## config.mk

```make
export PLATFORM = sky130hd
export DESIGN_NAME = clk_lock_sequencer
export DESIGN_NICKNAME = d
export VERILOG_FILES = /design/src/rtl/clk_seq_pkg.sv /design/src/rtl/sync_2ff.sv /design/src/rtl/clk_lock_sequencer.sv
export SDC_FILE = /design/constraint.sdc
export NUM_CORES = 1
export LEC_CHECK = 0
export CAP_MARGIN = 20
export CORE_AREA = 5 5 76 78
export CTS_CLUSTER_DIAMETER = 120
export DETAILED_ROUTE_END_ITERATION = 8
export DIE_AREA = 0 0 81 83
export GPL_ROUTABILITY_DRIVEN = 1
export HOLD_SLACK_MARGIN = 0.1
export PLACE_DENSITY = 0.74
export SLEW_MARGIN = 25
export SYNTH_ARGS = -nofsm -noshare
export SYNTH_HDL_FRONTEND = slang
export SYNTH_SLANG_ARGS = --single-unit
```

## constraint.sdc

```tcl
create_clock -name sys_clk -period 5.6 [get_ports sys_clk]
set_input_delay 1.4 -clock sys_clk [delete_from_list [all_inputs] [get_ports sys_clk]]
set_output_delay 1.4 -clock sys_clk [all_outputs]
set_load 0.02 [all_outputs]
```

## src/rtl/clk_seq_pkg.sv

```systemverilog
// Shared types and reset constants for the clock-lock bring-up sequencer.
// Output decode lives here so the state-to-output mapping is defined once.
package clk_seq_pkg;

  typedef enum logic [2:0] {
    ST_RST_DCM,
    ST_WAIT_LOCK,
    ST_RST_DCM2X,
    ST_WAIT_LOCK2X,
    ST_RST_IDLY,
    ST_WAIT_RDY,
    ST_RUN
  } seq_state_t;

  typedef struct packed {
    logic dcm_rst;
    logic dcm2x_rst;
    logic idelay_rst;
    logic app_rst;
    logic seq_done;
  } seq_outs_t;

  localparam seq_state_t STATE_RST  = ST_RST_DCM;
  localparam seq_outs_t  OUTS_RST   = '{dcm_rst: 1'b1, dcm2x_rst: 1'b1, idelay_rst: 1'b1,
                                        app_rst: 1'b1, seq_done: 1'b0};
  localparam logic [7:0] RETRY_RST  = 8'd0;
  localparam logic [7:0] RELOCK_RST = 8'd0;
  localparam logic [7:0] RELOCK_MAX = 8'hFF;

  function automatic seq_outs_t outs_for(seq_state_t st);
    seq_outs_t o;
    o.dcm_rst    = (st == ST_RST_DCM);
    o.dcm2x_rst  = (st == ST_RST_DCM) || (st == ST_WAIT_LOCK) || (st == ST_RST_DCM2X);
    o.idelay_rst = (st == ST_RST_IDLY);
    o.app_rst    = (st != ST_RUN);
    o.seq_done   = (st == ST_RUN);
    return o;
  endfunction

endpackage

```

## src/rtl/sync_2ff.sv

```systemverilog
// Two-flop synchroniser for a single asynchronous status bit.
module sync_2ff (
  input  logic clk,
  input  logic rst,
  input  logic d,
  output logic q
);

  logic meta;

  // NOTE: sequential state uses non-blocking assignments so both flops sample the pre-edge values.
  always_ff @(posedge clk or posedge rst) begin
    if (rst) begin
      meta <= 1'b0;
      q    <= 1'b0;
    end else begin
      meta <= d;
      q    <= meta;
    end
  end

endmodule

```

## src/rtl/clk_lock_sequencer.sv

```systemverilog
// Brings up a primary DCM, a cascaded 2x DCM and an IDELAYCTRL in order,
// retrying on timeout and restarting on lock loss; all outputs registered.
module clk_lock_sequencer
  import clk_seq_pkg::*;
#(
  parameter int RST_CYCLES      = 16,
  parameter int LOCK_TIMEOUT    = 65535,
  parameter int IDLY_RST_CYCLES = 8,
  parameter int MAX_RETRIES     = 4
) (
  input  logic       sys_clk,
  input  logic       rst,
  input  logic       dcm_locked,
  input  logic       dcm2x_locked,
  input  logic       idelay_rdy,
  output logic       dcm_rst,
  output logic       dcm2x_rst,
  output logic       idelay_rst,
  output logic       app_rst,
  output logic       seq_done,
  output logic       lock_err,
  output logic [7:0] relock_count
);

  localparam logic [15:0] CNT_RST   = 16'(RST_CYCLES);
  localparam logic [15:0] CNT_LOCK  = 16'(LOCK_TIMEOUT);
  localparam logic [15:0] CNT_IDLY  = 16'(IDLY_RST_CYCLES);
  localparam logic [7:0]  RETRY_MAX = 8'(MAX_RETRIES);

  logic dcm_lk, dcm2x_lk, rdy_lk;

  sync_2ff u_sync_dcm   (.clk(sys_clk), .rst(rst), .d(dcm_locked),   .q(dcm_lk));
  sync_2ff u_sync_dcm2x (.clk(sys_clk), .rst(rst), .d(dcm2x_locked), .q(dcm2x_lk));
  sync_2ff u_sync_rdy   (.clk(sys_clk), .rst(rst), .d(idelay_rdy),   .q(rdy_lk));

  seq_state_t  state, state_nxt;
  seq_outs_t   outs, outs_nxt;
  logic [15:0] cnt, cnt_nxt;
  logic [7:0]  retry, retry_nxt, relock_nxt;
  logic        lock_err_nxt, retry_inc, expired;

  assign expired = (cnt == 16'd1);

  // Lock-loss branches sit ahead of the timeout branches so loss wins a tie.
  always_comb begin
    // NOTE: every combinational output gets a default first, so no path can infer a latch.
    state_nxt  = state;
    cnt_nxt    = cnt - 16'd1;
    retry_nxt  = retry;
    relock_nxt = relock_count;
    retry_inc  = 1'b0;
    case (state)
      ST_RST_DCM: if (expired) begin
        state_nxt = ST_WAIT_LOCK;   cnt_nxt = CNT_LOCK;
      end
      ST_WAIT_LOCK: if (dcm_lk) begin
        state_nxt = ST_RST_DCM2X;   cnt_nxt = CNT_RST;
      end else if (expired) begin
        state_nxt = ST_RST_DCM;     cnt_nxt = CNT_RST;  retry_inc = 1'b1;
      end
      ST_RST_DCM2X: if (expired) begin
        state_nxt = ST_WAIT_LOCK2X; cnt_nxt = CNT_LOCK;
      end
      ST_WAIT_LOCK2X: if (!dcm_lk) begin
        state_nxt = ST_RST_DCM;     cnt_nxt = CNT_RST;
      end else if (dcm2x_lk) begin
        state_nxt = ST_RST_IDLY;    cnt_nxt = CNT_IDLY;
      end else if (expired) begin
        state_nxt = ST_RST_DCM;     cnt_nxt = CNT_RST;  retry_inc = 1'b1;
      end
      ST_RST_IDLY: if (expired) begin
        state_nxt = ST_WAIT_RDY;    cnt_nxt = CNT_LOCK;
      end
      ST_WAIT_RDY: if (!dcm_lk || !dcm2x_lk) begin
        state_nxt = ST_RST_DCM;     cnt_nxt = CNT_RST;
      end else if (rdy_lk) begin
        state_nxt = ST_RUN;
      end else if (expired) begin
        state_nxt = ST_RST_IDLY;    cnt_nxt = CNT_IDLY; retry_inc = 1'b1;
      end
      ST_RUN: begin
        cnt_nxt = cnt;
        if (!dcm_lk || !dcm2x_lk) begin
          state_nxt = ST_RST_DCM;   cnt_nxt = CNT_RST;
          if (relock_count != RELOCK_MAX) relock_nxt = relock_count + 8'd1;
        end else if (!rdy_lk) begin
          state_nxt = ST_RST_IDLY;  cnt_nxt = CNT_IDLY;
        end
      end
      default: begin
        state_nxt = ST_RST_DCM;     cnt_nxt = CNT_RST;
      end
    endcase
    if (retry_inc && (retry != 8'hFF)) retry_nxt = retry + 8'd1;
    if ((state_nxt == ST_RUN) && (state != ST_RUN)) retry_nxt = RETRY_RST;
    lock_err_nxt = lock_err | (retry_inc && (retry_nxt >= RETRY_MAX));
    // Decoding from the next state keeps outputs registered yet aligned with the state.
    outs_nxt = outs_for(state_nxt);
  end

  always_ff @(posedge sys_clk or posedge rst) begin
    if (rst) begin
      state        <= STATE_RST;
      cnt          <= CNT_RST;
      retry        <= RETRY_RST;
      lock_err     <= 1'b0;
      relock_count <= RELOCK_RST;
      outs         <= OUTS_RST;
    end else begin
      state        <= state_nxt;
      cnt          <= cnt_nxt;
      retry        <= retry_nxt;
      lock_err     <= lock_err_nxt;
      relock_count <= relock_nxt;
      outs         <= outs_nxt;
    end
  end

  assign dcm_rst    = outs.dcm_rst;
  assign dcm2x_rst  = outs.dcm2x_rst;
  assign idelay_rst = outs.idelay_rst;
  assign app_rst    = outs.app_rst;
  assign seq_done   = outs.seq_done;

endmodule
```

Yosys cells after proc, flatten, opt, wreduce, memory -nomap -nowiden:

Cells that the tools add are included.

* ROM bits: 0
* word-level logic and storage cells: 82
* bits in latches: 0
* output and inout port bits: 14
* memories: 0
* input bits: 5
* bits in registers: 47
* memory bits (writable): 0

* $add $sub $neg: 3
* divide/modulo/power cells: 0
* shift operators: 0
* bitwise operators: 1
* eq/ne operators: 16
* mux-type cells: 33
* $mul: 0
* reduce and logical (&&, ||, !) cells: 12
* $lt $le $gt $ge: 1

Operators by type and width (count)
* 2-to-1 mux 16 bit: 10
* one-hot mux 16 bit (5 select lines): 1
* 2-to-1 mux 3 bit: 12
* one-hot mux 3 bit (7 select lines): 1
* adder 8 x 1 -> 8 bit (second input constant): 2
* equality test 16 x 1 -> 1 bit (second input constant): 1
* 2-to-1 mux 8 bit: 2
* inequality test 8 bit (second input constant): 2
* subtractor 16 x 1 -> 16 bit (second input constant): 1
* equality test 3 bit (second input constant): 5
* equality test 3 x 2 -> 1 bit (second input constant): 3
* inequality test 3 bit (second input constant): 3
* >= comparator 8 x 3 -> 1 bit (second input constant): 1
* equality test 3 x 1 -> 1 bit (second input constant): 2
* logical NOT 3 bit: 2
* 2-to-1 mux 1 bit: 6
* logical AND 1 bit: 3
* logical OR 1 bit: 3
* one-hot mux 1 bit (3 select lines): 1
* AND reduction 3 bit: 1
* OR reduction 3 bit: 1
* logical NOT 1 bit: 2
* bitwise OR 1 bit: 1

Longest topological paths before layout:

Gate-level depths: netlist of the first run.

* word-level depth: 11
* depth in mapped cells: 11
* depth with buffers taken out: 9

Hierarchy:

A second synthesis of the first run with hierarchy kept.

* cell total of the unflattened synthesis: 279
* area, all modules: 2735.1 um^2

Modules (own cells, without submodules)
* clk_lock_sequencer: instances 1, sequential area each 1032.2 um^2, area each 2573.7 um^2, cells each 270
* sync_2ff: instances 3, sequential area each 50.0 um^2, area each 53.8 um^2, cells each 3

Worst setup path before layout of the first run:

Ideal clock, no wire load.

* path type: register -> register
* start point: register cnt[10]
* end point: register lock_err
* setup slack: 3401 ps
* required time: 5480 ps
* buffers on the path: 0
* stages on the path, launching flop included: 8
* data arrival time: 2079 ps
* period minus slack after synthesis: 2199 ps
* setup time: 120 ps
* cells stage by stage: dfrtp_1 -> or3_4 -> nor3_4 -> and3_4 -> and2_4 -> a221oi_2 -> or4_1 -> a31o_1

* longest elaborated chain between the ends: 11
* elaborated cells between the ends (all ways): 27
* those cells by class: order compare: 1; eq/ne: 2; mux: 20; bitwise: 1; reduce/logical: 3

Ends and longest elaborated chain
* from (decl): RTL line clk_lock_sequencer.sv:38 `logic [15:0] cnt, cnt_nxt;`
* from (signal assigned): RTL line clk_lock_sequencer.sv:111 `cnt <= cnt_nxt;`
* equality test 16 x 1 -> 1 bit (*): RTL line clk_lock_sequencer.sv:42 `assign expired = (cnt == 16'd1);`
* 2-to-1 mux 3 bit (tied with other cells): RTL line clk_lock_sequencer.sv:78 `end else if (expired) begin`
* 2-to-1 mux 3 bit (tied with other cells): RTL line clk_lock_sequencer.sv:76 `end else if (rdy_lk) begin`
* 2-to-1 mux 3 bit (tied with other cells): RTL line clk_lock_sequencer.sv:74 `ST_WAIT_RDY: if (!dcm_lk || !dcm2x_lk) begin`
* one-hot mux 3 bit (7 select lines) or one-hot mux 1 bit (3 select lines) (tied branches): RTL line clk_lock_sequencer.sv:52 `case (state)`
* equality test 3 bit or logical AND 1 bit (tied branches): RTL line clk_lock_sequencer.sv:95, clk_lock_sequencer.sv:94
* logical AND 1 bit or 2-to-1 mux 8 bit (tied branches): RTL line clk_lock_sequencer.sv:95, clk_lock_sequencer.sv:94
* 2-to-1 mux 8 bit: RTL line clk_lock_sequencer.sv:95 `if ((state_nxt == ST_RUN) && (state != ST_RUN)) retry_nxt = RETRY_RST;`
* >= comparator 8 x 3 -> 1 bit: RTL line clk_lock_sequencer.sv:96 `lock_err_nxt = lock_err | (retry_inc && (retry_nxt >= RETRY_MAX));`
* logical AND 1 bit (*): RTL line clk_lock_sequencer.sv:96
* bitwise OR 1 bit (*): RTL line clk_lock_sequencer.sv:96
* named net lock_err_nxt: RTL line clk_lock_sequencer.sv:40 `logic lock_err_nxt, retry_inc, expired;`
* to (signal assigned): RTL line clk_lock_sequencer.sv:113 `lock_err <= lock_err_nxt;`
* to (decl): RTL line clk_lock_sequencer.sv:21 `output logic lock_err,`

Mark *: on every way through the listed nets, which the timed path passes. The rest lies on a longest branch.
A chain may end at the register's enable or synchronous reset.

Worst setup path in the final report of the first run:

* start point: register state[0]
* end point: register cnt[13]

* longest elaborated chain between the ends: 3
* elaborated cells between the ends (all ways): 10
* those cells by class: eq/ne: 7; mux: 1; reduce/logical: 2

Ends and longest elaborated chain
* from (decl): RTL line clk_lock_sequencer.sv:36 `seq_state_t state, state_nxt;`
* from (signal assigned): RTL line clk_lock_sequencer.sv:110 `state <= state_nxt;`
* equality test 3 bit (tied with other cells): RTL line clk_lock_sequencer.sv:52
* OR reduction 3 bit (no source line)
* one-hot mux 16 bit (5 select lines): RTL line clk_lock_sequencer.sv:52

Several ways; a longest one is shown, not always the timed one.

==> impl_metrics.yaml, run 1 <==
cts:
  clkTransAtPathRegs_ps: 80
  cts-buffers-inserted: 5
  clk_path_buf_depth: 2
  cts-resized-gates: 0
  cts_setup_buffers: 0
  cts_root_buf: "clkbuf_8"
  insertion_delay_ps: 300
  htree_levels: 2
  cts_hold_buf: 0
  cts_tree: "built"
  clock_sinks: 47
yosys:
  synthMuxAreaShare: 0.0118
  synth-compound-area-share: 0.172
  yosysUniqueCellTypes: 59
  synthXorXnorAreaFrac: 0.0494
  synth_edf_count: 0
  synthSimpleGateAreaFrac: 0.244
  yosys.area_share.adder: 0.0226
  ys_warn_count: 0
  syn_inst: 284
  async_flop_share: 1.00
  synth_top_family_by_area: "simple AND/OR/NAND/NOR gates"
  yosysSeqAreaShare: 0.444
  synth_nets: 293
  mappedNetlistArea_mm2: 0.00266
  synthFlopType: "dfrtp_1"
  ys_seq_elements: 47
  syn_avg_cell_area_um2: 9.37
layout:
  layout_common_cells: "dfrtp_1, o21ai_0, nor2_1"
  instances_no_fill: 362
  num-fill-cells: 457
  stdcell_area_mm2: 0.00291
  antenna_cells: 0
  final_common_cell: "dfrtp_1"
  drive_above_1_share: 0.110
  layout.nets: 300
  area_growth_pct: 9.21
route:
  drt-initial-drc-count: 153
  dr_total_vias: 2112
  met1_length_um: 2320
  top_layer_used: "met4"
  first_pass_iters: 5
  via_per_inst: 5.83
  wl_met3_um: 248
  dr_wl_met2_um: 2370
  wl_um: 5060
  ant_nets: 0
  drc: 0
  drt-wirelength-per-cell_um: 14.0
setup_path:
  path_cells: "nand3b_1 -> nor2_1 -> nor3_1 -> or2_1 -> or4_1 -> nand3_1"
  arrival_ps: 3150
  startpoint: "state[0]"
  r2r_end: "cnt[13]"
  worstPathMaxFanout: 26
  critPathKind: "flip-flop to flip-flop"
  r2r-start: "state[0]"
  required_ps: 5830
  cp-start-kind: "flip-flop"
  slowest_stage: "dfrtp_1"
  cp_top_family: "simple AND/OR/NAND/NOR gates"
  critical_path_buf_inv_count: 0
  cp-end-kind: "flip-flop"
  slowest_delay_ps: 700
  r2r_cells: 6
  reg2reg_slack_ps: 2680
sta:
  rsz0062_at_grt: "false"
  skew_ps: 6.97
  final_hold_viol_count: 0
  relSlewSlack: 0.272
  max_freq_mhz: 342
  drv_slew: 0
  final.setup.tns_ps: 0
  finalCritPeriodShare: 0.522
  setup_viol_count_final: 0
  worst_pin_slew_ps: 1080
  period_needed_ps: 2920
global_routing:
  grt-ovfl-total: 0
  grt_use_total: 0.162
  antenna_found_initial: 0
  grt_pass1_wl_um: 8770
  grt_pass1_vias: 1936
  grt_start_max_net_pins: 48
power:
  swShare: 0.221
  p_seq_frac: 0.617
  internal_power_uw: 435
  p_switching_uw: 123
  ir_drop_mv: 0.122
  leakagePower_nw: 1.18
  combPwrFrac: 0.020
  powerDensity_mw_per_mm2: 192
  pwr-share-clk: 0.362
floorplan:
  fp.coreArea_mm2: 0.00501
  rows: 26
  die_x_um: 81
  die_area_mm2: 0.00672
  dieHeight_um: 83
  pin_count: 19
  initial_core_util: 0.531
placed_design:
  placedCellCount: 354
  place_area_mm2: 0.00282
  hpwl_um: 3470
  gp_congestion: 0.823
  portBuffers: 18
worst_hold_path:
  hold_start: "u_sync_dcm.meta"
  min_path_type: "flip-flop to flip-flop"
  whs_endpoint: "u_sync_dcm.q"
  whs_path_depth: 0
job:
  drv_cap: 0
outcome:
  status: "finished clean"
==> metal layers <==
layer,vias up,GRT usage
li1,1042,-
met2,67,0.249
met3,12,0.0390
met5,-,0
met1,991,0.215
met4,0,0.0676
==> worst reg2reg max path, stage by stage, from the launching register on <==
cell      delay [ps]
dfrtp_1          700
nand3b_1         210
nor2_1           670
nor3_1           130
or2_1            510
or4_1            560
nand3_1           90
==> worst max path at each step <==
stage / depth (start not counted) / end / slack, ps
floorplan: 1 / cnt[0] / 3090
global placement: 6 / cnt[13] / 2800
detailed placement: 6 / cnt[13] / 2720
CTS: 6 / cnt[13] / 2690
global route: 6 / cnt[13] / 2390
finish: 6 / cnt[13] / 2680
==> final cells by class <==
cell class / instances / area, um^2 / area share
Clock buffer: 6 / 72.6 / 0.0250
Clock inverter: 2 / 17.5 / 0.00603
Inverter: 10 / 38.8 / 0.0133
Multi-Input combinational cell: 209 / 1330 / 0.457
Sequential cell: 47 / 1180 / 0.407
Tap cell: 70 / 87.6 / 0.0301
Timing Repair Buffer: 18 / 180 / 0.0620
==> cells by family (layout without fill, tap and decap cells) <==
group / count (synthesis) / count (layout)
and+or+nand+nor: 112 / 112
AOI/OAI and AO/OA: 74 / 74
xor gates and xnor gates: 15 / 15
DFF: 47 / 47
adders and majority gates: 5 / 5
buffers and inverters: 28 / 36
muxes: 3 / 3
==> per-stage QoR <==
step / setup WS, ps / hold WS (ps) / utilization / total power, mW
global route: 2390 / 370 / 0.580 / 0.583
detailed placement: 2720 / 339 / 0.562 / 0.363
global placement: 2800 / 333 / 0.562 / 0.363
finish: 2680 / 356 / 0.580 / 0.558
floorplan: 3090 / 331 / - / 0.358
CTS: 2690 / 359 / 0.580 / 0.566
==> power by group through the flow <==
stage               Sequential [mW]  Combinational [mW]  Clock [mW]
finish                        0.344              0.0114       0.202
global route                  0.345              0.0135       0.225
CTS                           0.344              0.0120       0.210
detailed placement            0.351              0.0120           0
global placement              0.351              0.0119           0
floorplan                     0.349             0.00870           0
==> registers in the layout, summed over array words and instances (netlist names), 3 cells and up <==
name and flops:
retry 8, state 3, relock_count 8, cnt 16
==> cell usage after synthesis (all sizes together) (2+ instances only) <==
master	n	area [um^2]
dfstp	5	131
nand4	6	37.5
nor3b	2	15.0
a311oi	3	26.3
a21oi	18	90.1
ha	4	50.1
and2	6	41.3
and3	12	86.3
xnor2	11	96.3
a221oi	3	32.5
inv	10	37.5
nand3	7	35.0
nand2	18	67.6
a31oi	7	43.8
or3	5	37.5
or4	2	15.0
o21ai	31	159
a21o	2	15.0
nand3b	3	22.5
nor4	2	33.8
mux2i	2	20.0
and4	3	27.5
nor2	27	101
o22ai	3	18.8
nor3	13	76.3
buf	5	33.8
clkbuf	13	80.1
dfrtp	42	1050
xor2	4	35.0
Note: power is estimated with default switching activity, not from simulation.
==> run 2: changes to the inputs <==
Clock period 5.6 ns to 2.91 ns, I/O delays scaled along.
==> impl_metrics.yaml, run 2 (same netlist as run 1, synthesis figures left out) <==
setup_path:
  required_ps: 3120
  slowest_stage: "dfrtp_1"
  arrival_ps: 2700
  cp_top_family: "simple AND/OR/NAND/NOR gates"
  worstPathMaxFanout: 17
  r2r-start: "state[1]"
  path_cells: "or3_2 -> a21boi_4 -> and2_4 -> a221oi_2 -> or4_1 -> a31o_1"
  cp-end-kind: "flip-flop"
  slowest_delay_ps: 570
  critical_path_buf_inv_count: 0
  r2r_end: "lock_err"
  critPathKind: "flip-flop to flip-flop"
  startpoint: "state[1]"
  r2r_cells: 6
  cp-start-kind: "flip-flop"
  reg2reg_slack_ps: 410
layout:
  instances_no_fill: 369
  antenna_cells: 0
  drive_above_1_share: 0.134
  num-fill-cells: 465
  layout.nets: 307
  area_growth_pct: 11.7
  ff_latch_area_mm2: 0.00118
  top_regs: "cnt x16, relock_count x8, retry x8"
  final_common_cell: "dfrtp_1"
  multi_input_area_mm2: 0.00133
  largest_register_ffs: 16
  largest_register: "cnt"
  layout_common_cells: "dfrtp_1, o21ai_0, nor2_1"
worst_hold_path:
  whs_path_depth: 0
  min_path_type: "flip-flop to flip-flop"
  hold_start: "u_sync_dcm2x.meta"
  whs_endpoint: "u_sync_dcm2x.q"
sta:
  max_freq_mhz: 401
  finalCritPeriodShare: 0.858
  holdWs_ps: 355
  period_needed_ps: 2500
  worst_pin_slew_ps: 645
  worst_slack_ps: 415
  skew_ps: 12.4
  final_hold_viol_count: 0
  rsz0062_at_grt: "false"
  final.setup.tns_ps: 0
  setup_viol_count_final: 0
  drv_slew: 0
  relSlewSlack: 0.568
route:
  via_per_inst: 5.85
  wl_um: 5440
  drt-initial-drc-count: 149
  first_pass_iters: 4
  ant_nets: 0
  dr_total_vias: 2159
  drt-wirelength-per-cell_um: 14.7
  drc: 0
global_routing:
  met1_usage: 0.225
  grt_use_total: 0.180
  busiest_layer: "met2"
  grt-ovfl-total: 0
  grt_pass1_wl_um: 9700
  grt_pass1_vias: 2143
  groute.layer.met2.usage: 0.301
  grtUsageMet3: 0.0346
  antenna_found_initial: 0
  grt_start_max_net_pins: 28
placed_design:
  hpwl_um: 3780
  placedCellCount: 361
  gp_congestion: 0.885
  portBuffers: 18
  preCtsSetupSlack_ps: 457
cts:
  htree_levels: 2
  cts-buffers-inserted: 5
  cts-resized-gates: 0
  insertion_delay_ps: 300
  clkTransAtPathRegs_ps: 100
  cts_setup_buffers: 0
  clk_path_buf_depth: 2
  cts_tree: "built"
  cts_hold_buf: 0
  cts_root_buf: "clkbuf_8"
  clock_sinks: 47
power:
  leakagePower_nw: 1.23
  ir_drop_mv: 0.258
  powerDensity_mw_per_mm2: 367
  p_total_mw: 1.09
outcome:
  status: "finished clean"
floorplan:
  die_area_mm2: 0.00672
  fp.coreArea_mm2: 0.00501
  dieHeight_um: 83
  rows: 26
  initial_core_util: 0.531
  pin_count: 19
  die_x_um: 81
job:
  drv_cap: 0
==> run 2: cell types whose count changed in the layout (fill, tap and decap cells not counted) <==
| cell | before | now |
|---|---|---|
| clkinv_4 | 2 | 1 |
| inv_2 | 0 | 1 |
| inv_6 | 0 | 1 |
| buf_4 | 0 | 6 |
| buf_12 | 0 | 1 |
| clkbuf_1 | 1 | 0 |
==> run 2: worst max path at each step <==
| stage | to | slack [ps] | cells past startpoint |
|---|---|---|---|
| floorplan | lock_err | 710 | 7 |
| detailed placement | lock_err | 460 | 6 |
| global placement | lock_err | 520 | 6 |
| CTS | lock_err | 430 | 6 |
| finish | lock_err | 410 | 6 |
| global route | cnt[9] | 240 | 10 |
==> run 2: area by class of cell <==
type                            count  area share
Clock buffer                        5      0.0232
Clock inverter                      3     0.00758
Inverter                           10      0.0126
Multi-Input combinational cell    209       0.447
Sequential cell                    47       0.398
Tap cell                           70      0.0295
Timing Repair Buffer               25      0.0825
==> run 2: stage by stage <==
step | cell area, um^2 | util
2_1_floorplan | 2660 | -
3_3_place_gp | 2880 | 0.575
3_5_place_dp | 2880 | 0.575
4_1_cts | 2970 | 0.593
5_1_grt | 2970 | 0.593
6_report | 2970 | 0.593
==> run 2: where the power goes <==
part	leakage [nW]	internal [mW]	switching, mW	total, mW
Sequential	0.553	0.657	0.00348	0.661
Clock	0.0485	0.172	0.228	0.400
Combinational	0.626	0.0105	0.0185	0.0290
Total	1.23	0.840	0.250	1.09
==> run 2: worst reg2reg max path: stages (launching register included) <==
cell	delay (ps)
dfrtp_1	570
or3_2	560
a21boi_4	280
and2_4	240
a221oi_2	60
or4_1	470
a31o_1	220
==> run 2: routing by layer <==
metal,share of wire,up-vias
met1,0.45,1048
met4,0.018,0
met3,0.043,10
li1,-,1047
met5,0,-
met2,0.49,54
